--- config.mk ---
export PLATFORM = sky130hd
export DESIGN_NAME = drop_sequencer
export DESIGN_NICKNAME = d
export VERILOG_FILES = /design/src/rtl/drop_pkg.sv /design/src/rtl/drop_sequencer_sqrt_iter.sv /design/src/rtl/drop_sequencer.sv
export SDC_FILE = /design/constraint.sdc
export NUM_CORES = 1
export LEC_CHECK = 0
export CORE_ASPECT_RATIO = 0.75
export CORE_MARGIN = 2
export CORE_UTILIZATION = 53
export CTS_CLUSTER_DIAMETER = 60
export DETAILED_ROUTE_END_ITERATION = 12
export PLACE_DENSITY = 0.86
export SLEW_MARGIN = 15
export SYNTH_ARGS = -nofsm -noshare
export SYNTH_HDL_FRONTEND = slang
export SYNTH_HIERARCHICAL = 1
export SYNTH_SLANG_ARGS = --single-unit
--- constraint.sdc ---
create_clock -name clk -period 4.6 [get_ports clk]
set_clock_uncertainty 0.1 [all_clocks]
set_input_delay 0.92 -clock clk [delete_from_list [all_inputs] [get_ports clk]]
set_output_delay 0.92 -clock clk [all_outputs]
set_load 0.02 [all_outputs]
--- src/rtl/drop_pkg.sv ---
// Shared types, widths and the sensor-validation function for the baggage-drop sequencer.
package drop_pkg;

    localparam int T_W = 16;
    localparam int H_W = 8;

    typedef enum logic [2:0] {
        IDLE,
        CAPTURE,
        SQRT,
        COMPARE,
        DONE
    } state_t;

    // A zero reading marks a faulty sensor; its whole pair is then discarded.
    function automatic logic [H_W-1:0] calc_height(
        input logic [H_W-1:0] s1,
        input logic [H_W-1:0] s2,
        input logic [H_W-1:0] s3,
        input logic [H_W-1:0] s4
    );
        logic [H_W+1:0] sum;
        sum = '0;
        if (s1 == '0 || s3 == '0) begin
            sum = ({2'b00, s2} + {2'b00, s4}) >> 1;
        end else if (s2 == '0 || s4 == '0) begin
            sum = ({2'b00, s1} + {2'b00, s3}) >> 1;
        end else begin
            sum = ({2'b00, s1} + {2'b00, s2} + {2'b00, s3} + {2'b00, s4}) >> 2;
        end
        return H_W'(sum);
    endfunction

endpackage

--- src/rtl/drop_sequencer_sqrt_iter.sv ---
// Digit-by-digit integer square root, one root bit per cycle, MSB first.
// The first digit is resolved on the start cycle, so done follows N-1 cycles later.
module sqrt_iter
    import drop_pkg::*;
#(
    parameter int FRAC_BITS = 8
) (
    input  logic                          clk,
    input  logic                          rst_n,
    input  logic                          start,
    input  logic [2*(4+FRAC_BITS)-1:0]    radicand,
    output logic                          done,
    output logic [T_W-1:0]                root
);

    localparam int N     = 4 + FRAC_BITS;
    localparam int RAD_W = 2 * N;
    localparam int REM_W = N + 2;
    localparam int EXT_W = N + 4;
    localparam int CNT_W = $clog2(N + 1);

    logic [RAD_W-1:0] r_rad;
    logic [REM_W-1:0] r_rem;
    logic [N-1:0]     r_root;
    logic [CNT_W-1:0] r_cnt;
    logic             r_busy;
    logic             r_done;

    logic [RAD_W-1:0] w_rad_in;
    logic [REM_W-1:0] w_rem_in;
    logic [N-1:0]     w_root_in;
    logic [EXT_W-1:0] w_rem_sh;
    logic [EXT_W-1:0] w_trial;
    logic [EXT_W-1:0] w_rem_step;
    logic [N-1:0]     w_root_step;
    logic             w_fits;

    always_comb begin
        w_rad_in    = start ? radicand : r_rad;
        w_rem_in    = start ? '0 : r_rem;
        w_root_in   = start ? '0 : r_root;
        w_rem_sh    = (EXT_W'(w_rem_in) << 2) | EXT_W'(w_rad_in[RAD_W-1 -: 2]);
        w_trial     = (EXT_W'(w_root_in) << 2) | EXT_W'(1);
        w_fits      = (w_rem_sh >= w_trial);
        w_rem_step  = w_fits ? (w_rem_sh - w_trial) : w_rem_sh;
        w_root_step = (w_root_in << 1) | N'(w_fits);
    end

    always_ff @(posedge clk or negedge rst_n) begin
        if (!rst_n) begin
            r_rad  <= '0;
            r_rem  <= '0;
            r_root <= '0;
            r_cnt  <= '0;
            r_busy <= 1'b0;
            r_done <= 1'b0;
        end else begin
            r_done <= 1'b0;
            if (start || r_busy) begin
                r_rad  <= w_rad_in << 2;
                r_rem  <= REM_W'(w_rem_step);
                r_root <= w_root_step;
                if (start) begin
                    r_cnt  <= CNT_W'(1);
                    r_busy <= 1'b1;
                end else begin
                    r_cnt <= r_cnt + CNT_W'(1);
                    if (r_cnt == CNT_W'(N - 1)) begin
                        r_busy <= 1'b0;
                        r_done <= 1'b1;
                    end
                end
            end
        end
    end

    assign done = r_done;
    assign root = T_W'(r_root);

endmodule

--- src/rtl/drop_sequencer.sv ---
// Sequential baggage-drop front end: capture sensors, iterative sqrt, halve, compare to t_lim.
// Optional fault detection output enabled by defining DROP_SEQ_FAULT_DET_EN.
module drop_sequencer
    import drop_pkg::*;
#(
    parameter int FRAC_BITS = 8
) (
    input  logic            clk,
    input  logic            rst_n,
    input  logic            start,
    input  logic [H_W-1:0]  sensor1,
    input  logic [H_W-1:0]  sensor2,
    input  logic [H_W-1:0]  sensor3,
    input  logic [H_W-1:0]  sensor4,
    input  logic [T_W-1:0]  t_lim,
    input  logic            drop_en,
    output logic            busy,
    output logic            done,
    output logic [T_W-1:0]  t_act,
    output logic            drop_activated
`ifdef DROP_SEQ_FAULT_DET_EN
    ,
    output logic            fault
`endif
);

    localparam int N     = 4 + FRAC_BITS;
    localparam int RAD_W = 2 * N;

    state_t         r_state;
    state_t         w_state_next;
    logic [H_W-1:0] r_sensor [4];
    logic [H_W-1:0] w_sensor_in [4];
    logic [T_W-1:0] r_t_act;
    logic           r_drop;
    logic [H_W-1:0] w_height;
    logic [RAD_W-1:0] w_radicand;
    logic [T_W-1:0] w_root;
    logic [T_W-1:0] w_t_next;
    logic           w_sqrt_done;
    logic           w_sqrt_start;
    logic           w_drop_allow;

    assign w_sensor_in[0] = sensor1;
    assign w_sensor_in[1] = sensor2;
    assign w_sensor_in[2] = sensor3;
    assign w_sensor_in[3] = sensor4;

    genvar gi;
    generate
        for (gi = 0; gi < 4; gi++) begin : g_sensor_latch
            always_ff @(posedge clk or negedge rst_n) begin
                if (!rst_n) begin
                    r_sensor[gi] <= '0;
                end else if (r_state == IDLE && start) begin
                    r_sensor[gi] <= w_sensor_in[gi];
                end
            end
        end
    endgenerate

    always_ff @(posedge clk or negedge rst_n) begin
        if (!rst_n) begin
            r_state <= IDLE;
        end else begin
            r_state <= w_state_next;
        end
    end

    always_comb begin
        w_state_next = r_state;
        case (r_state)
            IDLE:    if (start) w_state_next = CAPTURE;
            CAPTURE: w_state_next = SQRT;
            SQRT:    if (w_sqrt_done) w_state_next = COMPARE;
            COMPARE: w_state_next = DONE;
            DONE:    w_state_next = IDLE;
            default: w_state_next = IDLE;
        endcase
    end

    // The root engine loads straight from the combinational height during CAPTURE.
    assign w_height     = calc_height(r_sensor[0], r_sensor[1], r_sensor[2], r_sensor[3]);
    assign w_radicand   = RAD_W'(w_height) << (2 * FRAC_BITS);
    assign w_sqrt_start = (r_state == CAPTURE);

    sqrt_iter #(
        .FRAC_BITS (FRAC_BITS)
    ) u_sqrt_iter (
        .clk      (clk),
        .rst_n    (rst_n),
        .start    (w_sqrt_start),
        .radicand (w_radicand),
        .done     (w_sqrt_done),
        .root     (w_root)
    );

    assign w_t_next = w_root >> 1;

`ifdef DROP_SEQ_FAULT_DET_EN
    logic r_fault;
    logic w_fault;

    assign w_fault = ((r_sensor[0] == '0 || r_sensor[2] == '0) &&
                      (r_sensor[1] == '0 || r_sensor[3] == '0)) || (w_height == '0);

    always_ff @(posedge clk or negedge rst_n) begin
        if (!rst_n) begin
            r_fault <= 1'b0;
        end else if (r_state == CAPTURE) begin
            r_fault <= w_fault;
        end
    end

    assign w_drop_allow = !r_fault;
    assign fault        = r_fault;
`else
    assign w_drop_allow = 1'b1;
`endif

    always_ff @(posedge clk or negedge rst_n) begin
        if (!rst_n) begin
            r_t_act <= '0;
            r_drop  <= 1'b0;
        end else begin
            if (r_state == CAPTURE) begin
                r_drop <= 1'b0;
            end
            if (r_state == COMPARE) begin
                r_t_act <= w_t_next;
                r_drop  <= drop_en && (w_t_next <= t_lim) && w_drop_allow;
            end
        end
    end

    assign busy           = (r_state != IDLE);
    assign done           = (r_state == DONE);
    assign t_act          = r_t_act;
    assign drop_activated = r_drop;

endmodule

# [Yosys cells after proc, flatten, opt, wreduce, memory -nomap -nowiden]
# Cells that the tools add are included.
[word_totals] regBits=101 wordCells=63 output_inout_bits=19 input_bits=52
[op_classes] bitwise_logic=2 order_cmp=2 n_mux=17 n_addsub=7 n_reduce_logical=15 n_eq_ne=7
[op_table] op="logical NOT 8 bit" n=4
[op_table] op="2-to-1 mux 14 bit" n=2
[op_table] op="adder 8 x 8 -> 9 bit" n=3
[op_table] op="2-to-1 mux 24 bit" n=1
[op_table] op=">= comparator 16 x 14 -> 1 bit" n=1
[op_table] op="<= comparator 11 x 16 -> 1 bit" n=1
[op_table] op="2-to-1 mux 8 bit" n=2
[op_table] op="bitwise OR 16 x 2 -> 16 bit" n=1
[op_table] op="subtractor 14 bit" n=1
[op_table] op="2-to-1 mux 12 bit" n=1
[op_table] op="bitwise OR 12 x 1 -> 12 bit" n=1
[op_table] op="one-hot mux 3 bit (4 select lines)" n=1
[op_table] op="adder 10 x 8 -> 10 bit" n=1
[op_table] op="adder 9 x 8 -> 10 bit" n=1
[op_table] op="2-to-1 mux 1 bit" n=7
[op_table] op="equality test 3 x 2 -> 1 bit (second input constant)" n=2
[op_table] op="2-to-1 mux 3 bit" n=2
[op_table] op="adder 4 x 1 -> 4 bit (second input constant)" n=1
[op_table] op="equality test 4 bit (second input constant)" n=1
[op_table] op="2-to-1 mux 4 bit" n=1
[op_table] op="AND reduction 2 bit" n=2
[op_table] op="nonzero test 2 bit" n=2
[op_table] op="equality test 3 x 1 -> 1 bit (second input constant)" n=1
[op_table] op="equality test 3 bit (second input constant)" n=1
[op_table] op="other kinds (6)" n=9

# [Logic depth before layout (Yosys ltp)]
# Gate-level depths: netlist of run 1.
[logic_depth] word_depth=9 ltp_mapped=22 mapped_depth_nobuf=21

# [Cells and area by module]
# Netlist of run 1, hierarchy kept.
[modules_own_cells] module="drop_sequencer" area_each_um2=3862.5 seq_area_each_um2=1276.2 cells_per_inst=435 n_inst=1
[modules_own_cells] module="sqrt_iter" area_each_um2=3283.1 seq_area_each_um2=1351.3 cells_per_inst=342 n_inst=1

# [Least setup slack after synthesis of run 1]
# OpenSTA, ideal clock, no wires.
[synth_timing] path_kind="reg2reg" start="register r_sensor[3] in the netlist's numbering" end="register u_sqrt_iter.r_rem[1]" path_slack_ns=-0.465 setup_ns=0.077 t_required_ns=4.423 path_stages_with_launch=21 t_arrival_ns=4.888 n_path_buf=0 synth_period_minus_slack_ns=5.065 path_cell_list="dfrtp_1 > inv_1 > fa_1 > fa_1 > inv_1 > ha_1 > nor2b_1 > o31ai_1 > a21oi_1 > o21ai_0 > nor4b_1 > nor3_1 > mux2i_1 > ha_1 > and2b_1 > nor3_2 > nor3_2 > o311a_4 > a211oi_4 > mux2_2 > a21oi_1"
[synth_via] elab_chain_cells=8 elab_cells_between_ends=11 classes_between="3 x add/sub; 1 x order compare; 4 x mux; 1 x bitwise; 2 x reduce/logical"
[synth_lines] item="start, declared" line="drop_sequencer.sv:32" rtl="logic [H_W-1:0] r_sensor [4];"
[synth_lines] item="start signal, assigned by index" line="drop_sequencer.sv:56" rtl="r_sensor[gi] <= w_sensor_in[gi];"
[synth_lines] item="branches (longest 3 deep; another with adder 10 x 8 -> 10 bit)"
[synth_lines] item="2-to-1 mux 8 bit (*)" line="drop_pkg.sv:24" rtl="if (s1 == '0 || s3 == '0) begin"
[synth_lines] item="net w_height[7]" line="drop_sequencer.sv:36" rtl="logic [H_W-1:0] w_height;"
[synth_lines] item="2-to-1 mux 24 bit (*)" line="drop_sequencer_sqrt_iter.sv:39" rtl="w_rad_in = start ? radicand : r_rad;"
[synth_lines] item="bitwise OR 16 x 2 -> 16 bit (*)" line="drop_sequencer_sqrt_iter.sv:42" rtl="w_rem_sh = (EXT_W'(w_rem_in) << 2) | EXT_W'(w_rad_in[RAD_W-1 -: 2]);"
[synth_lines] item="subtractor 14 bit or >= comparator 16 x 14 -> 1 bit (tied branches)" line="drop_sequencer_sqrt_iter.sv:45, drop_sequencer_sqrt_iter.sv:44"
[synth_lines] item="2-to-1 mux 14 bit (*)" line="drop_sequencer_sqrt_iter.sv:45" rtl="w_rem_step = w_fits ? (w_rem_sh - w_trial) : w_rem_sh;"
[synth_lines] item="end signal, assigned" line="drop_sequencer_sqrt_iter.sv:61" rtl="r_rem <= REM_W'(w_rem_step);"
[synth_lines] item="end, declared" line="drop_sequencer_sqrt_iter.sv:23" rtl="logic [REM_W-1:0] r_rem;"
# Mark *: on every way through the listed nets, which the timed path passes.
# A chain may end at the register's enable or synchronous reset.

# [Worst setup path after layout of run 1]
[layout_timing] start="register r_sensor[1] in the netlist's numbering" end="register u_sqrt_iter.r_rem[1]"
# Same word-level chain as after synthesis.

==> key figures, run 1 <==
Worst setup path
  – CP cell instances: inv_2, fa_1, inv_1, fa_1, nand3b_1, fa_2, nor2b_4, o31ai_4, a21oi_2, o21ai_1, nor4b_4, nor3_2, mux2i_2, buf_4, buf_4, ha_1, nand2_1, nor3_2, o311a_4, a211oi_4, buf_6, mux2_4, a21oi_2
  – Kind of critical path: reg2reg
  – Largest stage delay, worst path: 540 ps
  – Req. time, crit path: 4780 ps
  – Nature of the critical path startpoint: flip-flop
  – Worst setup EP type: flip-flop
  – R2R Path Start: r_sensor[1]$_DFFE_PN0P_
  – Top delay family on crit path: adder cells
  – Critical Path Fanout Max: 5
  – Slowest-stage cell, CP: fa_1
  – Reg-to-Reg End: u_sqrt_iter/r_rem[1]$_DFFE_PN0P_
  – FF-to-FF path depth: 23
  – Reg2Reg Setup Slack: -490 ps
  – Critical Path AT: 5280 ps
  – CP Buf/Inv Count: 5

Floorplanning
  – Ports: 71
  – Row cnt: 36
  – Die X: 138.1 um
  – Die area: 14,440 um2
  – Starting Density: 54.70%
  – Die Ht: 104.6 um
  – Core box area: 13,060 um2

Timing
  – Post-route minimum period: 5095 ps
  – Worst-Margin Slew: 968.7 ps
  – Achievable Freq: 196.3 MHz
  – Setup violators final: 15
  – Final WS setup: -494.9 ps
  – Tcrit/Tclk final: 110.8%
  – RSZ-0062 raised after global routing: yes
  – Slew Limit Fails: 0
  – Hold Vio Cnt, Final: 0
  – Max-slew headroom: 35.42%

Finish
  – Sequential Area: 2629 um2
  – Layout cell share with drive strength beyond 1: 18.20%
  – FILL cells: 940
  – Area grow syn2layout: 27.04%
  – Diodes inserted: 0
  – Design area: 9077 um2
  – Fin util: 69.49%
  – Nets: 1,048
  – Area of the multi-input gates: 4300 um2

Clocking
  – CTS root buf: clkbuf_16
  – CTS tree: yes
  – Sink Count: 105
  – H-tree depth: 3
  – Cts hold-fix bufs: 0
  – Buffer depth of the longest clock path: 2
  – Clk_lat worst skew: 360 ps
  – Worst-path clk slew: 80 ps
  – CTS buffer count: 9

Synthesis
  – Sequential share of the synthesized area: 36.77%
  – Yosys top cell area share: 36.77%
  – Synth Register Bits: 105
  – Mapped cell area: 7146 um2
  – Synth area leaders: dfrtp_1 37%, ha_1 8.6%, mux2i_1 5.7%
  – Post-synthesis instance total: 777
  – Distinct cell type count after synthesis: 75
  – Ys async rst share: 100.0%
  – Syn_area_per_cell: 9.196 um2
  – Cell accounting for the most synthesized area: dfrtp_1
  – Count leader, synth: dfrtp_1
  – Number of synthesized flops with an enable pin: 0
  – Ys flop type: dfrtp_1
  – Synth cell count leaders: 105 x dfrtp_1, 104 x nand2_1, 76 x o21ai_0
  – Ys Warns: 6

Run
  – Max-Cap Viols: 0

Place
  – IO Port Bufs: 69
  – Gp weighted congestion: 0.9563
  – Hpwl dp: 13,080 um
  – Post-DP Area: 8501 um2

Worst hold path
  – Worst hold start: t_act[0]$_DFFE_PN0P_
  – Hold path depth: 2
  – Hold Crit Class: reg2reg
  – Hold Path Sink: t_act[0]$_DFFE_PN0P_

Route
  – Vias per cell: 5.575
  – DRC errors left: 0
  – Vias: 6,160
  – Post-route ant nets: 0
  – Final wirelength: 18,950 um
  – Pre-antenna DRT Iters: 5
  – DRT iter0 DRCs: 483
  – Drt wl/cell: 17.14 um

GRT
  – Total gr overflow: 0
  – Antenna violations before repair: 0
  – Vias in the first global route: 6,248
  – GRT Util Overall: 26.10%
  – Largest net degree at the start of global routing: 76
  – First-pass GRT wire length: 30,710 um

Status
  – Failing checks: setup timing
  – Status: finished with violations
[sequential cells by signal, summed over array words and instances, names as in the netlist]
| signal | cells |
|---|---|
| u_sqrt_iter/r_root | 12 |
| r_sensor | 32 |
| u_sqrt_iter/r_cnt | 4 |
| u_sqrt_iter/done | 1 |
| drop_activated | 1 |
| t_act | 15 |
| u_sqrt_iter/r_busy | 1 |
| u_sqrt_iter/r_rem | 14 |
| u_sqrt_iter/r_rad | 22 |
| r_state | 3 |
[cell usage in the layout, fill, tap and decap left out, types with 3 or more instances in the layout]
master           instances
buf_6                    4
buf_4                   79
nor4_1                   9
nor3_1                  10
o21ai_1                  5
a21oi_1                 28
inv_2                    8
a31oi_1                 10
xnor2_1                 17
nor2_1                  42
a211oi_1                 4
nand2b_1                 3
nor3_2                   3
a21oi_2                  5
o21bai_1                 5
a21o_1                  11
mux2_2                  15
nand2_1                104
conb_1                  21
or3_1                    3
fa_1                    17
dfrtp_1                104
clkdlybuf4s50_1         68
o21ai_0                 69
o21ai_2                  5
mux2i_1                 40
nand3b_1                 3
o31ai_1                  3
o21a_1                   5
clkbuf_16                9
inv_1                   69
xor2_1                  10
and2_1                   4
nand3_1                 10
nor2b_1                 14
ha_1                    47
nand4_1                  3
[what timing repair did]
item	CTS	global route
gates resized for setup	27	6
pin swaps	23	7
setup buffers	16	5
setup endpoints to repair	15	15
[area by class of cell]
type | instances | area share (%)
multi-input combinational | 584 | 47.37
inverter | 77 | 3.184
tap | 171 | 2.357
sequential | 105 | 28.96
clock buffer | 11 | 2.674
timing repair buffer | 152 | 14.75
clock inverter | 5 | 0.7030
[how the worst max path moves through the flow]
stage | start | endpoint | cells past startpoint | slack [ps]
finish | r_sensor[1]$_DFFE_PN0P_ | u_sqrt_iter/r_rem[1]$_DFFE_PN0P_ | 23 | -490
global route | r_sensor[1]$_DFFE_PN0P_ | u_sqrt_iter/r_rem[1]$_DFFE_PN0P_ | 23 | -620
CTS | r_sensor[2]$_DFFE_PN0P_ | u_sqrt_iter/r_rem[1]$_DFFE_PN0P_ | 21 | -320
detailed placement | r_sensor[1]$_DFFE_PN0P_ | u_sqrt_iter/r_rem[12]$_DFFE_PN0P_ | 22 | -490
global placement | r_sensor[1]$_DFFE_PN0P_ | u_sqrt_iter/r_rem[2]$_DFFE_PN0P_ | 22 | -310
floorplan | r_sensor[1]$_DFFE_PN0P_ | u_sqrt_iter/r_rem[7]$_DFFE_PN0P_ | 22 | -250
[metrics by stage]
stage	hold slack [ps]	setup WS (ps)	TNS, ps	instances
finish	400.9	-494.9	-6141	1105
global route	421.5	-624.3	-8233	1105
CTS	400.8	-322.1	-3584	1100
detailed placement	384.0	-490.0	-5468	1070
global placement	364.8	-312.7	-3172	1070
floorplan	342.3	-247.1	-2110	796
[worst reg2reg max path: stages (launching register included)]
cell	delay (ps)
dfrtp_1	370
inv_2	60
fa_1	540
inv_1	60
fa_1	540
nand3b_1	130
fa_2	400
nor2b_4	160
o31ai_4	100
a21oi_2	160
o21ai_1	70
nor4b_4	140
nor3_2	210
mux2i_2	130
buf_4	150
buf_4	130
ha_1	220
nand2_1	90
nor3_2	50
o311a_4	360
a211oi_4	250
buf_6	170
mux2_4	300
a21oi_2	120
[cell families after synthesis]
family | Yosys count | share of synthesized area (%)
DFF | 105 | 36.77
AOI/OAI and AO/OA | 180 | 16.04
muxes | 57 | 8.265
and+or+nand+nor | 231 | 15.34
buffers and inverters | 107 | 6.426
xor gates and xnor gates | 28 | 3.432
other | 2 | 0.1051
adders and majority gates | 67 | 13.62
[per-layer routing]
metal | part of all wire, % | vias up | global-route usage [%]
li1 | - | 2948 | -
met3 | 8.2 | 40 | 7.699
met5 | 0 | - | 0
met1 | 45 | 2934 | 37.34
met2 | 45 | 238 | 38.76
met4 | 1.7 | 0 | 7.289
Power of run 1 is left out: the tool's default activity adds up to more than one toggle a clock period on the data nets, which glitch-free logic cannot reach.
==> run 2, diff against run 1 <==
--- a/config.mk
+++ b/config.mk
@@ -6,12 +6,12 @@
 export NUM_CORES = 1
 export LEC_CHECK = 0
 export CORE_ASPECT_RATIO = 0.75
-export CORE_MARGIN = 2
+export CORE_MARGIN = 3
 export CORE_UTILIZATION = 53
 export CTS_CLUSTER_DIAMETER = 60
 export DETAILED_ROUTE_END_ITERATION = 12
 export PLACE_DENSITY = 0.86
-export SLEW_MARGIN = 15
+export SLEW_MARGIN = 10
 export SYNTH_ARGS = -nofsm -noshare
 export SYNTH_HDL_FRONTEND = slang
 export SYNTH_HIERARCHICAL = 1
==> key figures, run 2 (synthesis results as in run 1) <==
Route
  – Vias per cell: 5.665
  – DRC errors left: 0
  – Post-route ant nets: 0
  – Drt wl/cell: 16.90 um
  – Final wirelength: 18,610 um
  – Pre-antenna DRT Iters: 5
  – Vias: 6,237
  – DRT iter0 DRCs: 510

Clocking
  – CTS root buf: clkbuf_16
  – Clk_lat worst skew: 350 ps
  – H-tree depth: 3
  – Cts hold-fix bufs: 0
  – Sink Count: 105
  – Worst-path clk slew: 70 ps
  – CTS buffer count: 9
  – Buffer depth of the longest clock path: 2
  – CTS tree: yes

Worst setup path
  – Critical Path Fanout Max: 7
  – Nature of the critical path startpoint: flip-flop
  – Kind of critical path: reg2reg
  – Critical Path AT: 5270 ps
  – Largest stage delay, worst path: 540 ps
  – CP cell instances: inv_2, fa_1, inv_1, fa_1, nand3b_1, fa_2, nor2b_4, o31ai_4, a21oi_2, o21ai_1, nor4b_4, nor3_2, mux2i_1, ha_2, and2b_2, nor3_4, nor3_4, o311a_4, a211oi_4, buf_6, mux2i_1, a21oi_1
  – Req. time, crit path: 4710 ps
  – Slowest-stage cell, CP: fa_1
  – Worst setup EP type: flip-flop
  – CP Buf/Inv Count: 3
  – Top delay family on crit path: adder cells

Timing
  – Final WS setup: -568.4 ps
  – Achievable Freq: 193.5 MHz
  – RSZ-0062 raised after global routing: yes
  – Worst-Margin Slew: 1059 ps
  – Hold Vio Cnt, Final: 0
  – Tcrit/Tclk final: 112.4%
  – Setup violators final: 15
  – Max-slew headroom: 29.42%
  – Slew Limit Fails: 0
  – Setup TNS Final: -7143 ps
  – Post-route minimum period: 5168 ps

Floorplanning
  – Die Ht: 106.6 um
  – Die X: 140.1 um
  – Core box area: 13,060 um2
  – Row cnt: 36
  – Ports: 71
  – Starting Density: 54.70%
  – Die area: 14,930 um2

Finish
  – FILL cells: 898
  – Nets: 1,044
  – Top reg by flops: r_sensor
  – Max FFs per register: 32
  – Layout cell share with drive strength beyond 1: 18.17%
  – Diodes inserted: 0
  – Most frequent cells in the layout: 104 x dfrtp_1, 103 x nand2_1, 73 x inv_1
  – Commonest non-fill, non-tap cell in the layout: dfrtp_1
  – Area grow syn2layout: 27.79%

GRT
  – Total gr overflow: 0
  – Antenna violations before repair: 0
  – Vias in the first global route: 6,035
  – GRT Util Overall: 24.44%
  – First-pass GRT wire length: 29,630 um
  – Largest net degree at the start of global routing: 84

Run
  – Max-Cap Viols: 0

Status
  – Failing checks: setup timing
  – Status: finished with violations

Worst hold path
  – Hold Crit Class: reg2reg

Place
  – Gp weighted congestion: 0.9207
  – IO Port Bufs: 69
  – Hpwl dp: 13,150 um
## run 2: cell count changes in the layout (fill, tap and decap cells not counted), moves of 2 or more
cell     change
buf_12       +2
buf_4       -10
buf_6        +4
inv_1        +4
inv_2        -4
inv_6        +2
nor3_2       -2
xnor2_1      -2
xnor2_2      +2
## run 2: path summary, 6_finish.rpt
kind                                         start                                end  slack, ps  cells past startpoint
max                        r_sensor[1]$_DFFE_PN0P_   u_sqrt_iter/r_rem[9]$_DFFE_PN0P_       -570                     22
min                         r_state[2]$_DFFE_PN0P_             r_state[1]$_DFFE_PN0P_        390                      1
max reg2reg                r_sensor[1]$_DFFE_PN0P_   u_sqrt_iter/r_rem[9]$_DFFE_PN0P_       -570                     22
min reg2reg                 r_state[2]$_DFFE_PN0P_             r_state[1]$_DFFE_PN0P_        390                      1
max in group asynchronous                    rst_n  u_sqrt_iter/r_rad[13]$_DFFE_PN0P_       2810                      2
min in group asynchronous                    rst_n           r_sensor[16]$_DFFE_PN0P_        670                      1
## run 2: final cells by class
cell class	count	area, um2	area share (%)
Tap cell	171	214.0	2.343
Clock buffer	9	225.2	2.466
Inverter	77	289.0	3.165
Clock inverter	7	58.81	0.6440
Multi-Input combinational cell	584	4367	47.82
Timing Repair Buffer	148	1349	14.77
Sequential cell	105	2629	28.79
## run 2: what timing repair did
action                                  CTS  global route
gates resized for setup                  30            14
pin swaps                                19            11
endpoints found under the setup margin   15            15
buffers inserted                         13             4
## run 2: per-layer routing
metal / vias to the layer above / part of all wire (%) / global-route usage [%]
met5: - / 0 / 0
met3: 25 / 8.4 / 4.856
met4: 0 / 1.1 / 4.564
li1: 2951 / - / -
met1: 2978 / 45 / 36.22
met2: 283 / 45 / 37.75
## run 2: stage by stage
stage	setup slack (ps)	cells	area [um2]	hold WS (ps)	utilization [%]
after floorplan	-247.1	796	7267	342.3	-
after global placement	-328.7	1070	8513	366.8	65.17
after detailed placement	-548.9	1070	8513	371.3	65.17
after CTS	-360.2	1098	9026	388.7	69.10
after global routing	-767.5	1101	9131	420.3	69.90
final	-568.4	1101	9131	391.2	69.90
Power of run 2 is left out for the same reason.
